File: src/rtl/fiber_scan_sched_if.sv
// Bus bundle for fiber_scan_sched: requester handshake, store read port and matched-element output.
// match_cnt exists only when SCAN_MATCH_COUNT_EN is defined.
interface fiber_scan_sched_if #(
    parameter int IDX_W = 4,
    parameter int VAL_W = 8
);
    logic [1:0]         req;
    logic [1:0]         req_sel;
    logic [2*IDX_W-1:0] req_idx;
    logic [1:0]         gnt;
    logic               mem_rd;
    logic [IDX_W-1:0]   mem_addr;
    logic [IDX_W-1:0]   mem_row;
    logic [IDX_W-1:0]   mem_col;
    logic [VAL_W-1:0]   mem_val;
    logic               out_valid;
    logic               out_ready;
    logic [VAL_W-1:0]   out_val;
    logic [IDX_W-1:0]   out_row;
    logic [IDX_W-1:0]   out_col;
    logic               out_id;
    logic               done;
    logic               done_id;
`ifdef SCAN_MATCH_COUNT_EN
    logic [IDX_W-1:0]   match_cnt;
`endif

    modport master (
        input  req, req_sel, req_idx, mem_row, mem_col, mem_val, out_ready,
        output gnt, mem_rd, mem_addr, out_valid, out_val, out_row, out_col, out_id,
`ifdef SCAN_MATCH_COUNT_EN
        output match_cnt,
`endif
        output done, done_id
    );

    modport slave (
        output req, req_sel, req_idx, mem_row, mem_col, mem_val, out_ready,
        input  gnt, mem_rd, mem_addr, out_valid, out_val, out_row, out_col, out_id,
`ifdef SCAN_MATCH_COUNT_EN
        input  match_cnt,
`endif
        input  done, done_id
    );
endinterface

File: src/rtl/fiber_scan_sched.sv
// Two-requester round-robin scheduler scanning a coordinate-list store by row or column.
// Define SCAN_MATCH_COUNT_EN to add the per-scan match counter on match_cnt.
module fiber_scan_sched #(
    parameter int NUM_ENTRIES = 15,
    parameter int IDX_W       = 4,
    parameter int VAL_W       = 8
) (
    input logic                clk,
    input logic                rst_n,
    fiber_scan_sched_if.master bus
);
    // state | meaning: IDLE arbitrate | RD read strobe | CMP compare entry | EMIT hold output | DONE end pulse
    localparam logic [2:0] S_IDLE = 3'd0;
    localparam logic [2:0] S_RD   = 3'd1;
    localparam logic [2:0] S_CMP  = 3'd2;
    localparam logic [2:0] S_EMIT = 3'd3;
    localparam logic [2:0] S_DONE = 3'd4;
    localparam logic [IDX_W-1:0] LAST = IDX_W'(NUM_ENTRIES - 1);

    logic [2:0]       state_q, state_d;
    logic [IDX_W-1:0] ptr_q, ptr_d;
    logic [IDX_W-1:0] idx_q, idx_d;
    logic             sel_q, sel_d;
    logic             id_q, id_d;
    logic             last_q, last_d;
    logic             ovalid_q, ovalid_d;
    logic             oid_q, oid_d;
    logic [VAL_W-1:0] oval_q, oval_d;
    logic [IDX_W-1:0] orow_q, orow_d;
    logic [IDX_W-1:0] ocol_q, ocol_d;
    logic [1:0]       gnt_c;
    logic             win_id;
    logic             match;
    logic             advance;
`ifdef SCAN_MATCH_COUNT_EN
    logic [IDX_W-1:0] cnt_q, cnt_d;
    logic [IDX_W-1:0] mcnt_q, mcnt_d;
`endif

    // On a tie the requester that was not granted last wins.
    always_comb begin
        if (bus.req == 2'b11) win_id = ~last_q;
        else                  win_id = bus.req[1];
    end

    assign match = ((sel_q ? bus.mem_col : bus.mem_row) == idx_q);

    always_comb begin
        state_d  = state_q;
        ptr_d    = ptr_q;
        idx_d    = idx_q;
        sel_d    = sel_q;
        id_d     = id_q;
        last_d   = last_q;
        ovalid_d = ovalid_q;
        oid_d    = oid_q;
        oval_d   = oval_q;
        orow_d   = orow_q;
        ocol_d   = ocol_q;
        gnt_c    = 2'b00;
        advance  = 1'b0;
`ifdef SCAN_MATCH_COUNT_EN
        cnt_d    = cnt_q;
        mcnt_d   = mcnt_q;
`endif
        case (state_q)
            S_IDLE: begin
                if (|bus.req) begin
                    gnt_c   = win_id ? 2'b10 : 2'b01;
                    sel_d   = bus.req_sel[win_id];
                    idx_d   = win_id ? bus.req_idx[2*IDX_W-1:IDX_W] : bus.req_idx[IDX_W-1:0];
                    id_d    = win_id;
                    last_d  = win_id;
                    ptr_d   = '0;
                    state_d = S_RD;
`ifdef SCAN_MATCH_COUNT_EN
                    cnt_d   = '0;
`endif
                end
            end
            S_RD: state_d = S_CMP;
            S_CMP: begin
                if (match) begin
                    ovalid_d = 1'b1;
                    oval_d   = bus.mem_val;
                    orow_d   = bus.mem_row;
                    ocol_d   = bus.mem_col;
                    oid_d    = id_q;
                    state_d  = S_EMIT;
`ifdef SCAN_MATCH_COUNT_EN
                    cnt_d    = cnt_q + 1'b1;
`endif
                end else begin
                    advance = 1'b1;
                end
            end
            S_EMIT: begin
                if (bus.out_ready) begin
                    ovalid_d = 1'b0;
                    advance  = 1'b1;
                end
            end
            S_DONE: begin
                state_d = S_IDLE;
`ifdef SCAN_MATCH_COUNT_EN
                mcnt_d  = cnt_q;
`endif
            end
            default: state_d = S_IDLE;
        endcase

        // The last entry ends the scan instead of wrapping the pointer.
        if (advance) begin
            if (ptr_q == LAST) begin
                state_d = S_DONE;
            end else begin
                ptr_d   = ptr_q + 1'b1;
                state_d = S_RD;
            end
        end
    end

    always_ff @(posedge clk or negedge rst_n) begin
        if (!rst_n) begin
            state_q  <= S_IDLE;
            ptr_q    <= '0;
            idx_q    <= '0;
            sel_q    <= 1'b0;
            id_q     <= 1'b0;
            last_q   <= 1'b1;
            ovalid_q <= 1'b0;
            oid_q    <= 1'b0;
            oval_q   <= '0;
            orow_q   <= '0;
            ocol_q   <= '0;
`ifdef SCAN_MATCH_COUNT_EN
            cnt_q    <= '0;
            mcnt_q   <= '0;
`endif
        end else begin
            state_q  <= state_d;
            ptr_q    <= ptr_d;
            idx_q    <= idx_d;
            sel_q    <= sel_d;
            id_q     <= id_d;
            last_q   <= last_d;
            ovalid_q <= ovalid_d;
            oid_q    <= oid_d;
            oval_q   <= oval_d;
            orow_q   <= orow_d;
            ocol_q   <= ocol_d;
`ifdef SCAN_MATCH_COUNT_EN
            cnt_q    <= cnt_d;
            mcnt_q   <= mcnt_d;
`endif
        end
    end

    // Grant is combinational from req, so it is gated to stay low while reset is held.
    assign bus.gnt       = gnt_c & {2{rst_n}};
    assign bus.mem_rd    = (state_q == S_RD);
    assign bus.mem_addr  = ptr_q;
    assign bus.out_valid = ovalid_q;
    assign bus.out_val   = oval_q;
    assign bus.out_row   = orow_q;
    assign bus.out_col   = ocol_q;
    assign bus.out_id    = oid_q;
    assign bus.done      = (state_q == S_DONE);
    assign bus.done_id   = (state_q == S_DONE) & id_q;
`ifdef SCAN_MATCH_COUNT_EN
    assign bus.match_cnt = mcnt_q;
`endif
endmodule

File: src/flat_wrapper.sv
// flat-port wrapper written by rule: the top's interface ports become plain ports
module fiber_scan_sched_flat 
#(
    parameter int NUM_ENTRIES = 15,
    parameter int IDX_W       = 4,
    parameter int VAL_W       = 8
)
  (clk, rst_n, bus_req, bus_req_sel, bus_req_idx, bus_mem_row, bus_mem_col, bus_mem_val, bus_out_ready, bus_gnt, bus_mem_rd, bus_mem_addr, bus_out_valid, bus_out_val, bus_out_row, bus_out_col, bus_out_id, bus_done, bus_done_id);
  fiber_scan_sched_if #(.IDX_W(IDX_W), .VAL_W(VAL_W)) bus_i ();
  input logic clk;
  input logic rst_n;
  input wire logic [$bits(bus_i.req)-1:0] bus_req;
  input wire logic [$bits(bus_i.req_sel)-1:0] bus_req_sel;
  input wire logic [$bits(bus_i.req_idx)-1:0] bus_req_idx;
  input wire logic [$bits(bus_i.mem_row)-1:0] bus_mem_row;
  input wire logic [$bits(bus_i.mem_col)-1:0] bus_mem_col;
  input wire logic [$bits(bus_i.mem_val)-1:0] bus_mem_val;
  input wire logic [$bits(bus_i.out_ready)-1:0] bus_out_ready;
  output wire logic [$bits(bus_i.gnt)-1:0] bus_gnt;
  output wire logic [$bits(bus_i.mem_rd)-1:0] bus_mem_rd;
  output wire logic [$bits(bus_i.mem_addr)-1:0] bus_mem_addr;
  output wire logic [$bits(bus_i.out_valid)-1:0] bus_out_valid;
  output wire logic [$bits(bus_i.out_val)-1:0] bus_out_val;
  output wire logic [$bits(bus_i.out_row)-1:0] bus_out_row;
  output wire logic [$bits(bus_i.out_col)-1:0] bus_out_col;
  output wire logic [$bits(bus_i.out_id)-1:0] bus_out_id;
  output wire logic [$bits(bus_i.done)-1:0] bus_done;
  output wire logic [$bits(bus_i.done_id)-1:0] bus_done_id;
  assign bus_i.req = bus_req;
  assign bus_i.req_sel = bus_req_sel;
  assign bus_i.req_idx = bus_req_idx;
  assign bus_i.mem_row = bus_mem_row;
  assign bus_i.mem_col = bus_mem_col;
  assign bus_i.mem_val = bus_mem_val;
  assign bus_i.out_ready = bus_out_ready;
  assign bus_gnt = bus_i.gnt;
  assign bus_mem_rd = bus_i.mem_rd;
  assign bus_mem_addr = bus_i.mem_addr;
  assign bus_out_valid = bus_i.out_valid;
  assign bus_out_val = bus_i.out_val;
  assign bus_out_row = bus_i.out_row;
  assign bus_out_col = bus_i.out_col;
  assign bus_out_id = bus_i.out_id;
  assign bus_done = bus_i.done;
  assign bus_done_id = bus_i.done_id;
  fiber_scan_sched #(.NUM_ENTRIES(NUM_ENTRIES), .IDX_W(IDX_W), .VAL_W(VAL_W)) u_core (.clk(clk), .rst_n(rst_n), .bus(bus_i));
endmodule
File: config.mk
export PLATFORM = sky130hd
export DESIGN_NAME = fiber_scan_sched_flat
export DESIGN_NICKNAME = d
export VERILOG_FILES = /design/src/rtl/fiber_scan_sched_if.sv /design/src/rtl/fiber_scan_sched.sv /design/src/flat_wrapper.sv
export SDC_FILE = /design/constraint.sdc
export NUM_CORES = 1
export LEC_CHECK = 0
export CAP_MARGIN = 20
export CORE_MARGIN = 2
export CORE_UTILIZATION = 44
export CTS_CLUSTER_DIAMETER = 60
export DETAILED_ROUTE_END_ITERATION = 10
export PLACE_DENSITY = 0.8
export SLEW_MARGIN = 5
export SYNTH_ARGS = -nofsm -noshare
export SYNTH_HDL_FRONTEND = slang
export SYNTH_SLANG_ARGS = --single-unit
File: constraint.sdc
create_clock -name clk -period 1.9 [get_ports clk]
set_input_delay 0.38 -clock clk [delete_from_list [all_inputs] [get_ports clk]]
set_output_delay 0.38 -clock clk [all_outputs]
set_load 0.03 [all_outputs]
==> results of run 1 <==
-- synthesized netlist by cell type, drive strengths merged (3+ instances only) --
cell    number  area share (%)
a32oi        3             1.7
buf          3             1.8
clkbuf       3            0.72
dfrtp       31              50
inv          3            0.72
mux2        17              14
mux2i        8             5.1
nand2       17             4.6
nor2         7             1.7
o21ai        5             1.6
xor2         4             2.2
-- flip-flops by register name, indices dropped and copies added, names as in the netlist --
| name | count |
|---|---|
| u_core.idx_q | 4 |
| u_core.bus.mem_addr | 4 |
| u_core.id_q | 1 |
| u_core.last_q | 1 |
| u_core.sel_q | 1 |
| u_core.bus.out_val | 8 |
| u_core.bus.out_col | 4 |
| u_core.bus.out_id | 1 |
| u_core.state_q | 3 |
| u_core.bus.out_row | 4 |
| u_core.bus.out_valid | 1 |
-- cell type report --
| type | count | area [sq um] |
|---|---|---|
| flip-flops and latches | 32 | 805 |
| multi-input cells | 90 | 803 |
| well taps | 46 | 57.6 |
| clock inverters | 2 | 35.0 |
| fillers | 270 | 912 |
| clock buffers | 6 | 41.3 |
| inverters | 3 | 11.3 |
| repair buffers | 72 | 698 |
-- kinds of logic after synthesis --
family	after synthesis	synth area share, %
AND/OR/NAND/NOR	39	13.2
multiplexers	25	19.6
buffers and inverters	9	3.21
adder cells (fa/ha/maj)	2	1.60
flip-flops	32	51.4
XOR/XNOR	5	2.81
AO/OA/AOI/OAI	18	8.11
-- layer usage --
| layer | vias up | wire [microns] | track usage [%] |
|---|---|---|---|
| met5 | - | 0 | 0 |
| met2 | 40 | 2060 | 34.5 |
| met3 | 8 | 180 | 4.29 |
| met4 | 0 | 63 | 9.51 |
| met1 | 641 | 1560 | 23.3 |
| li1 | 612 | - | - |
-- worst register-to-register path: stages (launching register included) --
cell and delay, ps:
dfrtp_2 480, mux2i_1 260, xor2_1 260, and4_4 330, nand2_8 110, mux2_4 330
-- stage by stage --
step | util (%) | total power, uW
after floorplan | - | 2440
after global placement | 66.3 | 3140
after detailed placement | 66.3 | 3210
after CTS | 70.5 | 3840
after global routing | 72.9 | 4160
final | 72.9 | 3950
-- how the worst max path moves through the flow --
| stage | start | endpoint | slack, ps | depth (start not counted) |
|---|---|---|---|---|
| after floorplan | u_core.state_q[0]$_DFFE_PN0P_ | bus_gnt[1] | 3 | 3 |
| after global placement | bus_mem_col[3] | u_core.bus.mem_addr[1]$_DFF_PN0_ | -250 | 6 |
| after detailed placement | bus_mem_col[2] | u_core.bus.mem_addr[1]$_DFF_PN0_ | -350 | 6 |
| after CTS | u_core.state_q[1]$_DFFE_PN0P_ | bus_gnt[1] | -40 | 4 |
| after global routing | u_core.state_q[1]$_DFFE_PN0P_ | bus_gnt[0] | -70 | 4 |
| final | u_core.state_q[1]$_DFFE_PN0P_ | bus_gnt[0] | -20 | 4 |
-- power by group through the flow --
stage	logic, uW	clock network, uW	registers (uW)
6_report	2200	514	1240
3_5_place_dp	1950	0	1260
2_1_floorplan	849	0	1590
5_1_grt	2320	551	1280
4_1_cts	2090	518	1230
3_3_place_gp	1910	0	1230
-- what timing repair did --
item / CTS / global route
gates cloned: 0 / 1
setup buffers: 3 / 1
pin swaps: 3 / 13
endpoints found under the hold margin: 0 / 0
setup endpoints to repair: 26 / 28
resized for setup: 11 / 18
==> out/metrics.yaml, run 1 <==
status:
  status: "finished with violations"
  violations: "negative setup slack"
floorplanning:
  num_rows: 21
  start_util_pct: 46.4
  die_y_microns: 63.5
  dieArea_sq_um: 4040
  die_w_microns: 63.5
  core_sq_um: 3360
  io_pins: 58
power:
  p_int_uw: 2340
  switching_share_pct: 40.8
  p_sw_uw: 1610
  p_leak_uw: 0.00118
  power_frac_comb_pct: 55.6
  p_per_area_nw_per_um2: 1610
  power_frac_clock_pct: 13.0
  seqPwrFrac_pct: 31.4
  peakVddDrop_v: 0.000852
finish:
  drive_above_1_share_pct: 30.2
  layout.cells.non_filler: 251
  synthToLayoutAreaGrowth_pct: 57.2
  antenna_cells: 0
  fin_area_sq_um: 2450
  final_common_cell: "clkdlybuf4s50_1"
  layout_common_cells: "48 x clkdlybuf4s50_1, 29 x dfrtp_1, 15 x nand2_1, 13 x buf_4, 9 x mux2_4"
  nets: 237
grt:
  grt_pass1_wl_mm: 6.17
  grt_max_degree: 28
  antenna_found_initial: 0
  grt-ovfl-total: 0
  grt_pass1_vias: 1332
  grt_use_total_pct: 19.9
placement:
  io_buffers: 57
  post_dp_cell_area_sq_um: 2230
  gp_congestion: 0.780
  post-place-cells: 238
  dp_slack_ps: -353
  dpl.hpwl_mm: 2.80
worst_setup_path:
  slowest_stage: "dfrtp_1"
  path_cells: "buf_6 -> nor4_4 -> and3_1 -> buf_6"
  cpLargestDelayFamily: "simple AND/OR/NAND/NOR gates"
  cpPeakStageDelay_ps: 420
  worst_r2r_endpoint: "u_core.bus.out_row[3]$_DFFE_PN0P_"
  rr_startpoint: "u_core.sel_q$_DFFE_PN0P_"
  worstPathArrival_ps: 1540
  path_class: "flip-flop to output port"
  worst_r2r_path_depth: 5
  path_max_fanout: 6
  path_buf_inv: 2
  reg2reg_slack_ps: 30
  cp_common_cell: "buf_6"
  critPathLaunchType: "flip-flop"
  endpoint_kind: "output port"
  cp_data_required_time_ps: 1520
synth:
  ys_types: 37
  yosysSeqAreaShare_pct: 51.4
  synth_edf_count: 0
  synth_cells: 130
  netlist_area_sq_um: 1560
  synthArstFlopShare_pct: 100
  synth_seq_cells: 32
  yosysWarnings: 0
  synth_area_per_cell_sq_um: 12.0
  syn_nets: 163
  synth_flop_cell: "dfrtp_1"
detailed_routing:
  num_vias: 1301
  wire_per_inst_microns: 15.4
  wirelength_mm: 3.87
  drtIter0Drc: 57
  detail_route.first_pass.iterations: 4
  drc: 0
  via_per_inst: 5.18
  antenna_left: 0
clock_network:
  htree_levels: 2
  cts_tree: "yes"
  ctsHoldBuffers: 0
  ctsRootBufferMaster: "clkbuf_4"
  clk_latency_ps: 330
  clk_pin_slew_ps: 100
  cts-buffers-inserted: 5
  cts.sinks: 32
  cts_buffer_depth: 2
timing:
  timing.final.ws_setup_ps: -21.5
  slew_violations: 0
  rsz0062_at_grt: "true"
  period_share_pct: 101
  timing.hold.ws_ps: 401
  clock.fmax_mhz: 520
  fin_skew_ps: 11.6
  finalSetupTns_ps: -21.5
  worstMarginPinSlew_ps: 544
  hold_viol: 0
  setup_viol_count_final: 1
  fin_crit_ps: 1920
  relSlewSlack_pct: 63.6
job:
  cap_violations: 0
worst_hold_path:
  hp-class: "input pin to async pin"
Note: power is estimated with default switching activity, not from simulation.
==> inputs of run 2 (changes only) <==
TNS_END_PERCENT = 30   (was not set)
==> run 2 against run 1 <==
Effect of this change:
- hold slack worse by 1.3 ps
- largest cell class unchanged
- fmax up 0.27%
- the run still ends with negative setup slack left
- critical endpoint unchanged
- sequential cell count unchanged
- clock skew up 3.9 ps
- worst setup slack better by 5.2 ps
- routed wire length down 2.5%
- first-iteration DRC count down 11%
- via count up 0.31%
- largest power group unchanged
- global-route usage unchanged
- register-to-register slack about the same
==> out/metrics.yaml, run 2 (synthesis results as in run 1) <==
detailed_routing:
  wire_per_inst_microns: 15.1
  wirelength_mm: 3.77
  drtIter0Drc: 51
  via_per_inst: 5.24
  antenna_left: 0
  detail_route.first_pass.iterations: 4
  num_vias: 1305
  drc: 0
grt:
  grt_use_total_pct: 19.9
  antenna_found_initial: 0
  grt_max_degree: 28
  grt_pass1_wl_mm: 6.17
  grt-ovfl-total: 0
  grt_pass1_vias: 1330
worst_setup_path:
  cpPeakStageDelay_ps: 420
  critPathLaunchType: "flip-flop"
  path_buf_inv: 2
  slowest_stage: "dfrtp_1"
  path_class: "flip-flop to output port"
  path_cells: "buf_6 -> nor4_4 -> and3_1 -> buf_6"
  endpoint_kind: "output port"
  path_max_fanout: 6
  cp_data_required_time_ps: 1520
  cpLargestDelayFamily: "simple AND/OR/NAND/NOR gates"
  worstPathArrival_ps: 1540
  cp_common_cell: "buf_6"
clock_network:
  cts.sinks: 32
  ctsRootBufferMaster: "clkbuf_4"
  cts_tree: "yes"
  cts-buffers-inserted: 5
  cts_buffer_depth: 2
  clk_pin_slew_ps: 110
  htree_levels: 2
  clk_latency_ps: 340
status:
  violations: "negative setup slack"
  status: "finished with violations"
placement:
  io_buffers: 57
  dpl.hpwl_mm: 2.80
  gp_congestion: 0.780
power:
  p_per_area_nw_per_um2: 1600
  p_leak_uw: 0.00116
  peakVddDrop_v: 0.000846
  power_uw: 3880
timing:
  hold_viol: 0
  timing.final.ws_setup_ps: -16.3
  fin_crit_ps: 1920
  finalSetupTns_ps: -16.3
  worstMarginPinSlew_ps: 381
  clock.fmax_mhz: 522
  rsz0062_at_grt: "true"
  fin_skew_ps: 15.5
  setup_viol_count_final: 1
  relSlewSlack_pct: 74.6
  slew_violations: 0
  period_share_pct: 101
  timing.hold.ws_ps: 400
finish:
  drive_above_1_share_pct: 28.1
  synthToLayoutAreaGrowth_pct: 55.1
  antenna_cells: 0
  final_common_cell: "clkdlybuf4s50_1"
  largest_reg_flops: 8
  layout_common_cells: "48 x clkdlybuf4s50_1, 29 x dfrtp_1, 15 x nand2_1, 12 x buf_4, 9 x mux2_4"
  nets: 235
floorplanning:
  core_sq_um: 3360
  die_y_microns: 63.5
  num_rows: 21
  dieArea_sq_um: 4040
  die_w_microns: 63.5
  io_pins: 58
  start_util_pct: 46.4
job:
  cap_violations: 0
worst_hold_path:
  hp-class: "input pin to async pin"
[run 2: changes by cell type in the layout (fill, tap and decap cells not counted), sizes merged]
cell   before  now
nand2      18   17
buf        18   17
[run 2: per-layer routing]
metal	GRT usage, %	vias up	wire length (microns)	part of all wire, %
li1	-	606	-	-
met1	23.3	642	1550	41
met2	34.5	48	1950	52
met3	4.29	9	206	5.5
met4	9.51	0	70	1.9
met5	0	-	0	0
[run 2: repair_timing]
action / in CTS / in global routing
cloned: 0 / 0
pin swaps: 3 / 10
buffers inserted: 3 / 0
gates resized for setup: 11 / 15
hold buffers: 0 / 0
setup endpoints to repair: 26 / 28
[run 2: worst paths after layout]
path,to,slack [ps],depth (start not counted),startpoint
worst min register to register,u_core.bus.out_row[3]$_DFFE_PN0P_,520,1,u_core.bus.out_row[3]$_DFFE_PN0P_
max in group asynchronous,u_core.sel_q$_DFFE_PN0P_,1120,2,rst_n
worst max register to register,u_core.bus.out_row[3]$_DFFE_PN0P_,30,5,u_core.sel_q$_DFFE_PN0P_
worst max-delay path,bus_gnt[0],-20,4,u_core.state_q[1]$_DFFE_PN0P_
min in group clk,u_core.bus.out_row[3]$_DFFE_PN0P_,520,1,u_core.bus.out_row[3]$_DFFE_PN0P_
worst min-delay path,u_core.bus.mem_addr[0]$_DFF_PN0_,400,2,rst_n
[run 2: report_power, final]
part           internal, uW  switching (uW)
sequential              998             240
combinational          1040            1090
clock                   276             235
total                  2310            1570
[run 2: layout make-up]
cell class                 instances  area [sq um]
clock buffer                       6          41.3
clock inverter                     2          35.0
fill                             275           945
inverter                           3          11.3
multi-input combinational         89           778
sequential                        32           805
tap                               46          57.6
timing repair buffer              71           691
[run 2: worst reg2reg max path, stage by stage (launching register included)]
cell	delay, ps
dfrtp_2	470
mux2i_1	250
xor2_1	260
and4_4	300
nand2_8	130
mux2_4	330
[run 2: through the flow]
step,setup WS [ps],utilization [%],area (sq um),std cells
CTS,-37.4,70.5,2370,249
detailed placement,-353,66.3,2230,238
global placement,-250,66.3,2230,238
global route,-73.5,71.9,2420,249
floorplan,3.45,-,1560,130
finish,-16.3,71.9,2420,249
==> inputs of run 3 (changes only) <==
GPL_TIMING_DRIVEN = 0   (was not set)
==> run 3 against run 2 <==
Effect of this change:
- the flow still finishes with violations (negative setup slack)
- power fell by 4.8%
- hold slack worse by 310 ps
- clock power down 22%
- global-route usage grew 0.29 points
- largest cell class unchanged
- largest power group unchanged
==> out/metrics.yaml, run 3 (synthesis results as in run 1) <==
finish:
  largest_reg_flops: 8
  antenna_cells: 0
  nFillCells: 271
  synthToLayoutAreaGrowth_pct: 51.9
  multi_input_area_sq_um: 774
  final_common_cell: "clkdlybuf4s50_1"
  fin_area_sq_um: 2370
  layout_common_cells: "47 x clkdlybuf4s50_1, 30 x dfrtp_1, 14 x nand2_1, 9 x mux2_4"
  nets: 231
  register_area_sq_um: 803
  layout.cells.non_filler: 245
  drive_above_1_share_pct: 26.6
  final_util_pct: 70.4
clock_network:
  ctsHoldBuffers: 0
  cts_buffer_depth: 2
  clk_pin_slew_ps: 100
  ctsRootBufferMaster: "clkbuf_4"
  cts.sinks: 32
  htree_levels: 2
  cts-buffers-inserted: 5
  cts_tree: "yes"
  clk_latency_ps: 330
timing:
  clock.fmax_mhz: 526
  timing.final.ws_setup_ps: -1.59
  fin_crit_ps: 1900
  setup_viol_count_final: 1
  period_share_pct: 100
  fin_skew_ps: 7.06
  relSlewSlack_pct: 52.1
  finalSetupTns_ps: -1.59
  worstMarginPinSlew_ps: 718
  slew_violations: 0
  rsz0062_at_grt: "true"
  hold_viol: 0
grt:
  antenna_found_initial: 0
  grt_pass1_vias: 1347
  grt_pass1_wl_mm: 6.31
  grt_max_degree: 35
  grt-ovfl-total: 0
  grt_use_total_pct: 20.2
worst_setup_path:
  endpoint_kind: "flip-flop"
  critPathLaunchType: "flip-flop"
  cp_data_required_time_ps: 2120
  worstPathArrival_ps: 2120
  path_max_fanout: 7
  path_class: "flip-flop to flip-flop"
detailed_routing:
  wirelength_mm: 3.74
  drtIter0Drc: 42
  antenna_left: 0
  wire_per_inst_microns: 15.3
  via_per_inst: 5.18
  drc: 0
  detail_route.first_pass.iterations: 4
  num_vias: 1269
floorplanning:
  dieArea_sq_um: 4040
  die_y_microns: 63.5
  start_util_pct: 46.4
  io_pins: 58
  core_sq_um: 3360
  die_w_microns: 63.5
  num_rows: 21
job:
  cap_violations: 0
status:
  violations: "negative setup slack"
  status: "finished with violations"
worst_hold_path:
  hp-class: "input pin to async pin"
power:
  peakVddDrop_v: 0.000721
  p_leak_uw: 0.00112
  p_per_area_nw_per_um2: 1560
placement:
  io_buffers: 57
  gp_congestion: 0.751
  dpl.hpwl_mm: 2.70
  post-place-cells: 233
  post_dp_cell_area_sq_um: 2190
run 3: final cells by class:
type	count	area share, %
Sequential cell	32	33.9
Multi-Input combinational cell	89	32.7
Timing Repair Buffer	62	25.6
Tap cell	46	2.43
Buffer	5	2.27
Clock buffer	6	2.17
Inverter	3	0.475
Clock inverter	2	0.423
run 3: worst paths after layout:
kind | startpoint | endpoint | slack, ps | depth (start not counted)
hold / removal | rst_n | u_core.sel_q$_DFFE_PN0P_ | 90 | 1
setup / recovery | u_core.sel_q$_DFFE_PN0P_ | u_core.bus.out_val[7]$_DFFE_PN0P_ | -2 | 7
hold reg to reg | u_core.idx_q[0]$_DFFE_PN0P_ | u_core.idx_q[0]$_DFFE_PN0P_ | 510 | 2
setup reg to reg | u_core.sel_q$_DFFE_PN0P_ | u_core.bus.out_val[7]$_DFFE_PN0P_ | -2 | 7
min in group clk | u_core.idx_q[0]$_DFFE_PN0P_ | u_core.idx_q[0]$_DFFE_PN0P_ | 510 | 2
max in group asynchronous | rst_n | u_core.state_q[2]$_DFFE_PN0P_ | 1290 | 1
run 3: routing by layer:
metal / track usage, % / vias to the layer above / share of wire (%)
met5: 0 / - / 0
met4: 8.42 / 0 / 2.3
met3: 4.29 / 10 / 5.2
met2: 35.7 / 47 / 53
met1: 23.6 / 612 / 39
li1: - / 600 / -
run 3: power breakdown:
| part | internal, uW | switching [uW] | total [uW] |
|---|---|---|---|
| logic | 982 | 1110 | 2090 |
| clock network | 176 | 225 | 401 |
| registers | 996 | 202 | 1200 |
| total | 2150 | 1540 | 3690 |
run 3: per-stage QoR:
step	hold WS (ps)	power (uW)	setup slack, ps
3_5_place_dp	479	3160	-1100
5_1_grt	142	3930	-99.5
6_report	94.5	3690	-1.59
2_1_floorplan	84.4	2440	3.45
4_1_cts	114	3670	-27.9
3_3_place_gp	477	3080	-1340
run 3: worst max-delay path: stages, from the launching register on:
cell and delay (ps):
dfrtp_1 350, buf_6 120, mux2i_1 220, xor2_1 260, and4_4 300, nand2_8 70
buf_4 180, mux2_2 280
run 3: what timing repair did:
action | 4_1_cts | 5_1_grt
buffers inserted | 2 | 2
gates resized for setup | 40 | 7
endpoints found under the setup margin | 9 | 18
gates cloned | 0 | 1
pin swaps | 3 | 3
